--- src/rtl/multicycle_controller.sv ---
`default_nettype none
// ============================================================================
// Module   : multicycle_controller
// Brief    : Main control FSM of the multicycle MIPS datapath.
// Revision : 1.0
// ============================================================================
module multicycle_controller (
    input  logic       clk,
    input  logic       reset_n,
    input  logic [5:0] Op,
    input  logic       Zero,
    input  logic       MemReady,
    output logic       IorD,
    output logic       MemRead,
    output logic       MemWrite,
    output logic       IRWrite,
    output logic       PCEn,
    output logic [1:0] PCSrc,
    output logic       ALUSrcA,
    output logic [1:0] ALUSrcB,
    output logic [1:0] ALUOp,
    output logic       RegDst,
    output logic       MemtoReg,
    output logic       RegWrite,
    output logic       IllegalOp
);

    localparam logic [5:0] C_OP_RTYPE = 6'b000000;
    localparam logic [5:0] C_OP_LW    = 6'b100011;
    localparam logic [5:0] C_OP_SW    = 6'b101011;
    localparam logic [5:0] C_OP_BEQ   = 6'b000100;
    localparam logic [5:0] C_OP_ADDI  = 6'b001000;
    localparam logic [5:0] C_OP_J     = 6'b000010;

    typedef enum logic [3:0] {
        S_FETCH    = 4'd0,
        S_DECODE   = 4'd1,
        S_MEMADR   = 4'd2,
        S_MEMRD    = 4'd3,
        S_MEMWB    = 4'd4,
        S_MEMWR    = 4'd5,
        S_EXECUTE  = 4'd6,
        S_ALUWB    = 4'd7,
        S_BRANCH   = 4'd8,
        S_ADDIEXEC = 4'd9,
        S_ADDIWB   = 4'd10,
        S_JUMP     = 4'd11
    } state_t;

    state_t state_q;
    state_t state_d;

    logic w_pc_write;
    logic w_branch;
    logic w_mem_read;
    logic w_mem_write;
    logic w_ir_write;
    logic w_reg_write;
    logic w_illegal;

    always_comb begin
        state_d = state_q;
        case (state_q)
            S_FETCH:    if (MemReady) state_d = S_DECODE;
            S_DECODE: begin
                case (Op)
                    C_OP_LW, C_OP_SW: state_d = S_MEMADR;
                    C_OP_RTYPE:       state_d = S_EXECUTE;
                    C_OP_BEQ:         state_d = S_BRANCH;
                    C_OP_ADDI:        state_d = S_ADDIEXEC;
                    C_OP_J:           state_d = S_JUMP;
                    default:          state_d = S_FETCH;
                endcase
            end
            S_MEMADR:   state_d = (Op == C_OP_LW) ? S_MEMRD : S_MEMWR;
            S_MEMRD:    if (MemReady) state_d = S_MEMWB;
            S_MEMWB:    state_d = S_FETCH;
            S_MEMWR:    if (MemReady) state_d = S_FETCH;
            S_EXECUTE:  state_d = S_ALUWB;
            S_ALUWB:    state_d = S_FETCH;
            S_BRANCH:   state_d = S_FETCH;
            S_ADDIEXEC: state_d = S_ADDIWB;
            S_ADDIWB:   state_d = S_FETCH;
            S_JUMP:     state_d = S_FETCH;
            default:    state_d = S_FETCH;
        endcase
    end

    always_ff @(posedge clk or negedge reset_n) begin
        if (!reset_n) begin
            state_q <= S_FETCH;
        end else begin
            state_q <= state_d;
        end
    end

    always_comb begin
        IorD        = 1'b0;
        PCSrc       = 2'b00;
        ALUSrcA     = 1'b0;
        ALUSrcB     = 2'b00;
        ALUOp       = 2'b00;
        RegDst      = 1'b0;
        MemtoReg    = 1'b0;
        w_pc_write  = 1'b0;
        w_branch    = 1'b0;
        w_mem_read  = 1'b0;
        w_mem_write = 1'b0;
        w_ir_write  = 1'b0;
        w_reg_write = 1'b0;
        w_illegal   = 1'b0;
        case (state_q)
            S_FETCH: begin
                w_mem_read = 1'b1;
                ALUSrcB    = 2'b01;
                w_ir_write = MemReady;
                w_pc_write = MemReady;
            end
            S_DECODE: begin
                ALUSrcB   = 2'b11;
                w_illegal = !(Op inside {C_OP_RTYPE, C_OP_LW, C_OP_SW,
                                         C_OP_BEQ, C_OP_ADDI, C_OP_J});
            end
            S_MEMADR, S_ADDIEXEC: begin
                ALUSrcA = 1'b1;
                ALUSrcB = 2'b10;
            end
            S_MEMRD: begin
                IorD       = 1'b1;
                w_mem_read = 1'b1;
            end
            S_MEMWB: begin
                MemtoReg    = 1'b1;
                w_reg_write = 1'b1;
            end
            S_MEMWR: begin
                IorD        = 1'b1;
                w_mem_write = 1'b1;
            end
            S_EXECUTE: begin
                ALUSrcA = 1'b1;
                ALUOp   = 2'b10;
            end
            S_ALUWB: begin
                RegDst      = 1'b1;
                w_reg_write = 1'b1;
            end
            S_BRANCH: begin
                ALUSrcA  = 1'b1;
                ALUOp    = 2'b01;
                PCSrc    = 2'b01;
                w_branch = 1'b1;
            end
            S_ADDIWB:   w_reg_write = 1'b1;
            S_JUMP: begin
                PCSrc      = 2'b10;
                w_pc_write = 1'b1;
            end
            default: ;
        endcase
    end

    // Reset parks the state in FETCH, so only the strobes need explicit gating.
    assign MemRead   = w_mem_read  & reset_n;
    assign MemWrite  = w_mem_write & reset_n;
    assign IRWrite   = w_ir_write  & reset_n;
    assign RegWrite  = w_reg_write & reset_n;
    assign IllegalOp = w_illegal   & reset_n;
    assign PCEn      = (w_pc_write | (w_branch & Zero)) & reset_n;

endmodule
`default_nettype wire

--- config.mk ---
export PLATFORM = sky130hd
export DESIGN_NAME = multicycle_controller
export DESIGN_NICKNAME = d
export VERILOG_FILES = /design/src/rtl/multicycle_controller.sv
export SDC_FILE = /design/constraint.sdc
export NUM_CORES = 1
export LEC_CHECK = 0
export BUFFER_PORTS_ARGS = -buffer_cell sky130_fd_sc_hd__buf_2
export CAP_MARGIN = 20
export CELL_PAD_IN_SITES_DETAIL_PLACEMENT = 1
export CELL_PAD_IN_SITES_GLOBAL_PLACEMENT = 1
export CORE_UTILIZATION = 27
export DETAILED_ROUTE_END_ITERATION = 6
export GPL_TIMING_DRIVEN = 0
export PLACE_DENSITY_LB_ADDON = 0.1
export SYNTH_ARGS = -nofsm -noshare
export SYNTH_HDL_FRONTEND = slang
export SYNTH_SLANG_ARGS = --single-unit
--- constraint.sdc ---
create_clock -name clk -period 1.3 [get_ports clk]
set_input_delay 0.13 -clock clk [delete_from_list [all_inputs] [get_ports clk]]
set_output_delay 0.13 -clock clk [all_outputs]
set_load 0.02 [all_outputs]
# == After elaboration in Yosys (flattened, before gate mapping) ==
# Index checks and enable logic that the tools add are counted.
# classes
n_eq_ne,19
n_mux,20
bitwise,8
reduce_logical,11
# ops
cell,n
one-hot mux 4 bit (7 select lines),1
one-hot mux 4 bit (5 select lines),1
equality test 4 x 3 -> 1 bit (second input constant),4
equality test 4 bit (second input constant),4
equality test 6 bit (second input constant),2
two-way mux 4 bit,3
two-way mux 1 bit,10
equality test 4 x 2 -> 1 bit (second input constant),2
one-hot mux 2 bit (2 select lines),2
OR reduction 2 bit,4
AND 1 bit,7
equality test 6 x 2 -> 1 bit (second input constant),1
equality test 6 x 3 -> 1 bit (second input constant),1
equality test 6 x 4 -> 1 bit (second input constant),1
logical NOT 6 bit,1
inequality test 2 bit (second input constant),3
one-hot mux 2 bit (3 select lines),1
nonzero test 6 bit,1
equality test 4 x 1 -> 1 bit (second input constant),1
logical NOT 4 bit,1
OR reduction 4 bit,1
two-way mux 3 bit,1
AND reduction 3 bit,1
OR reduction 3 bit,1
3 further kinds,3
# totals
regBits,4
wordCells,59

# == Logic depth before layout (Yosys ltp) ==
# logic_depth
word_depth,5
mapped_depth,4
ltp_nobuf,3

# == Least setup slack after synthesis ==
# No wires, ideal clock.
# synth_timing
path_type,reg2out
start,register state_q[3]
end,output IllegalOp
arrival_ns,1.466
t_required_ns,1.170
slack_ns,-0.296
path_stages_with_launch,5
path_buffers,1
cell_sequence,dfrtp_1 clkbuf_1 nor2_1 nand2_1 nor4bb_1
# synth_via
elab_chain_cells,3
# synth_lines
item,line,source
"start, declared",50,state_t state_q;
"start signal, assigned",93,state_q <= state_d;
equality test 4 x 1 -> 1 bit,112,case (state_q)
two-way mux 1 bit,112,
AND 1 bit,168,assign IllegalOp = w_illegal & reset_n;
"end, declared",25,output logic IllegalOp
# No other way between the ends.

# == Worst setup path after layout ==
# layout_timing
start,register state_q[0]
end,output PCEn
# layout_via
elab_chain_cells,5
word_cells_on_any_way,8
classes_between,eq/ne: 2; mux: 2; bitwise: 3; reduce/logical: 1
# layout_lines
item,line,source
equality test 4 bit,112,
two-way mux 1 bit,112,
AND 1 bit,169,assign PCEn = (w_pc_write | (w_branch & Zero)) & reset_n;
OR 1 bit *,169,
AND 1 bit *,169,
"end, declared",17,"output logic PCEn,"
# Every way passes the cells marked *; elsewhere a longest branch is shown, timed or not.

==> results.yml <==
detailed_routing:
  drt_pass1_iterations: 4
  post-route-drc-count: 0
  drt-met1-wl_mm: 1.48
  finalWirelength_mm: 3.74
  ant_nets: 0
  wl_met2_mm: 1.72
  vias: 893
  dr.max_layer_used: "met4"
  met3_wirelength_um: 325
  wl_per_cell_um: 24.8
  first_iter_violations: 35
  vias_per_cell: 5.91
sta:
  rsz0062_at_grt: "true"
  fin_crit_sh_pct: 125
  final-hold-violation-count: 0
  worst_slew_pin_slew_ns: 0.371
  setup_viol: 18
  skew_ns: 0.0214
  period_needed_ns: 1.62
  setup_ws_ns: -0.319
  setup_tns_ns: -4.10
  fmax_mhz: 617
  slew_headroom_pct: 75.0
  slew_violations: 0
  holdWs_ns: 0.280
global_routing:
  grt_max_degree: 11
  grt_antenna_before_repair: 0
  grt_remaining_overflow: 0
  grt_pass1_vias: 814
  grt_pass1_wl_mm: 3.90
  grtUsageTotal_pct: 26.6
worst_hold_path:
  worst_hold_path_type: "input pin to register"
synth:
  syn_nets: 85
  synth_area_per_cell_um2: 7.12
  netlist_instances: 75
  synth_edf_count: 0
  ys_seq_area_share_pct: 18.7
  synth_ff_type: "dfrtp_1"
  yosysWarnings: 0
  syn_area_um2: 534
  async_flop_share_pct: 100
  ys_types: 39
  yosys_register_bits: 4
worst_setup_path:
  critPathArrivalTime_ns: 1.49
  crit_required_ns: 1.17
  crit_fanout: 7
  endpoint_kind: "primary output"
  crit_type: "register to primary output"
  critPathLaunchType: "register"
cells_and_area:
  largest_register: "state_q"
  antenna_cells: 0
  final_area_um2: 1230
  syn2layout_area_growth_pct: 130
  reg_top3: "state_q: 4 flops"
  final_core_util_pct: 69.1
  largest_register_ffs: 4
  final_nets: 138
  drive_gt1_share_pct: 69.0
  layoutNonFillerInstCount: 151
  fill_cells: 193
run_status:
  outcome: "finished, violations left"
  violations: "setup timing"
clock_network:
  clock-sinks: 4
  path_clk_slew_ns: 0.06
  h-tree-depth: 1
  cts_tree: "done"
  clockBufferDepth: 2
  clkLatencyLatePin_ns: 0.27
  numCtsBuffers: 3
  root_buffer: "clkbuf_4"
pwr:
  p_leak_nw: 0.554
  power.total_mw: 1.69
  powerDensity_nw_per_um2: 1370
  vdd_drop_max_mv: 0.940
floorplanning:
  start_util_pct: 30.0
  pin_count: 26
  fp.coreArea_um2: 1780
  dieHeight_um: 46.5
  die_w_um: 46.5
  rows: 15
  dieArea_um2: 2160
placement:
  dpl.cell_count: 124
  dpl_cell_area_um2: 739
  dp_slack_ns: -0.191
  place_congestion: 0.716
  io_buffers: 24
  dp_hpwl_mm: 1.40
job:
  cap_violations: 0
## layer usage
layer  track usage [%]  up-vias
li1                  -      380
met1              30.6      427
met2              45.3       66
met3              1.18       20
met4              20.6        0
met5                 0        -
## cells in the mapped netlist (all sizes together) (2+ instances only)
cell type  n  area (um^2)
nand3      2         10.0
o21ai      5         25.0
clkbuf     3         11.3
nand2      4         15.0
xor2       2         17.5
nor2       8         30.0
inv        3         11.3
nor3       6         30.0
dfrtp      4          100
nor4       2         18.8
a21oi      4         20.0
nand2b     6         37.5
buf        3         17.5
and3       2         13.8
nor3b      2         15.0
## critical path, cell delays in order (launching register included)
cell and delay, ns:
dfrtp_2 0.44, buf_8 0.16, nor2_4 0.15, a21boi_2 0.09
o32ai_2 0.20, buf_4 0.18
## cells in the final DEF (no fill, tap or decap), drive strengths merged, types with 2 or more instances in the layout
master,count
nor4,2
buf,52
dfrtp,4
xor2,2
nand2,4
inv,3
and3,2
a21oi,4
nor3,6
nand2b,6
nand3,2
clkbuf,4
nor2,8
nor3b,2
o21ai,5
## final timing paths
path,to,start,cells after the start,slack [ns]
setup reg to reg,state_q[2]$_DFFE_PN0P_,state_q[0]$_DFFE_PN0P_,5,-0.26
setup / recovery,PCEn,state_q[0]$_DFFE_PN0P_,5,-0.32
max in group asynchronous,state_q[1]$_DFFE_PN0P_,reset_n,2,0.75
min in group asynchronous,state_q[0]$_DFFE_PN0P_,reset_n,2,0.32
hold reg to reg,state_q[2]$_DFFE_PN0P_,state_q[3]$_DFFE_PN0P_,2,0.69
hold / removal,state_q[2]$_DFFE_PN0P_,Op[4],4,0.28
## where the power goes
group          total [mW]  switching (mW)  internal, mW
Combinational        1.30           0.669         0.631
Clock               0.183          0.0782         0.105
Sequential          0.206          0.0522         0.153
## cell type report
class	count	area [um^2]	share of cell area [%]
inverters	3	16.3	1.32
plain buffers	5	52.6	4.27
flip-flops and latches	4	105	8.54
clock buffers	3	22.5	1.83
well taps	25	31.3	2.54
repair buffers	49	428	34.8
multi-input cells	62	576	46.7
## cell families after synthesis
family | synth area share [%]
flip-flops | 18.7
AND/OR/NAND/NOR | 41.2
buffers and inverters | 7.49
multiplexers | 1.87
AO/OA/AOI/OAI | 25.8
XOR/XNOR | 4.92
## repair_timing
item,4_1_cts,5_1_grt
gates cloned,0,0
pin swaps,10,9
gates resized for setup,43,30
setup endpoints to repair,18,19
hold endpoints to repair,4,0
hold buffers,1,0
buffers inserted,18,6
Power figures use the tool's default switching activity.
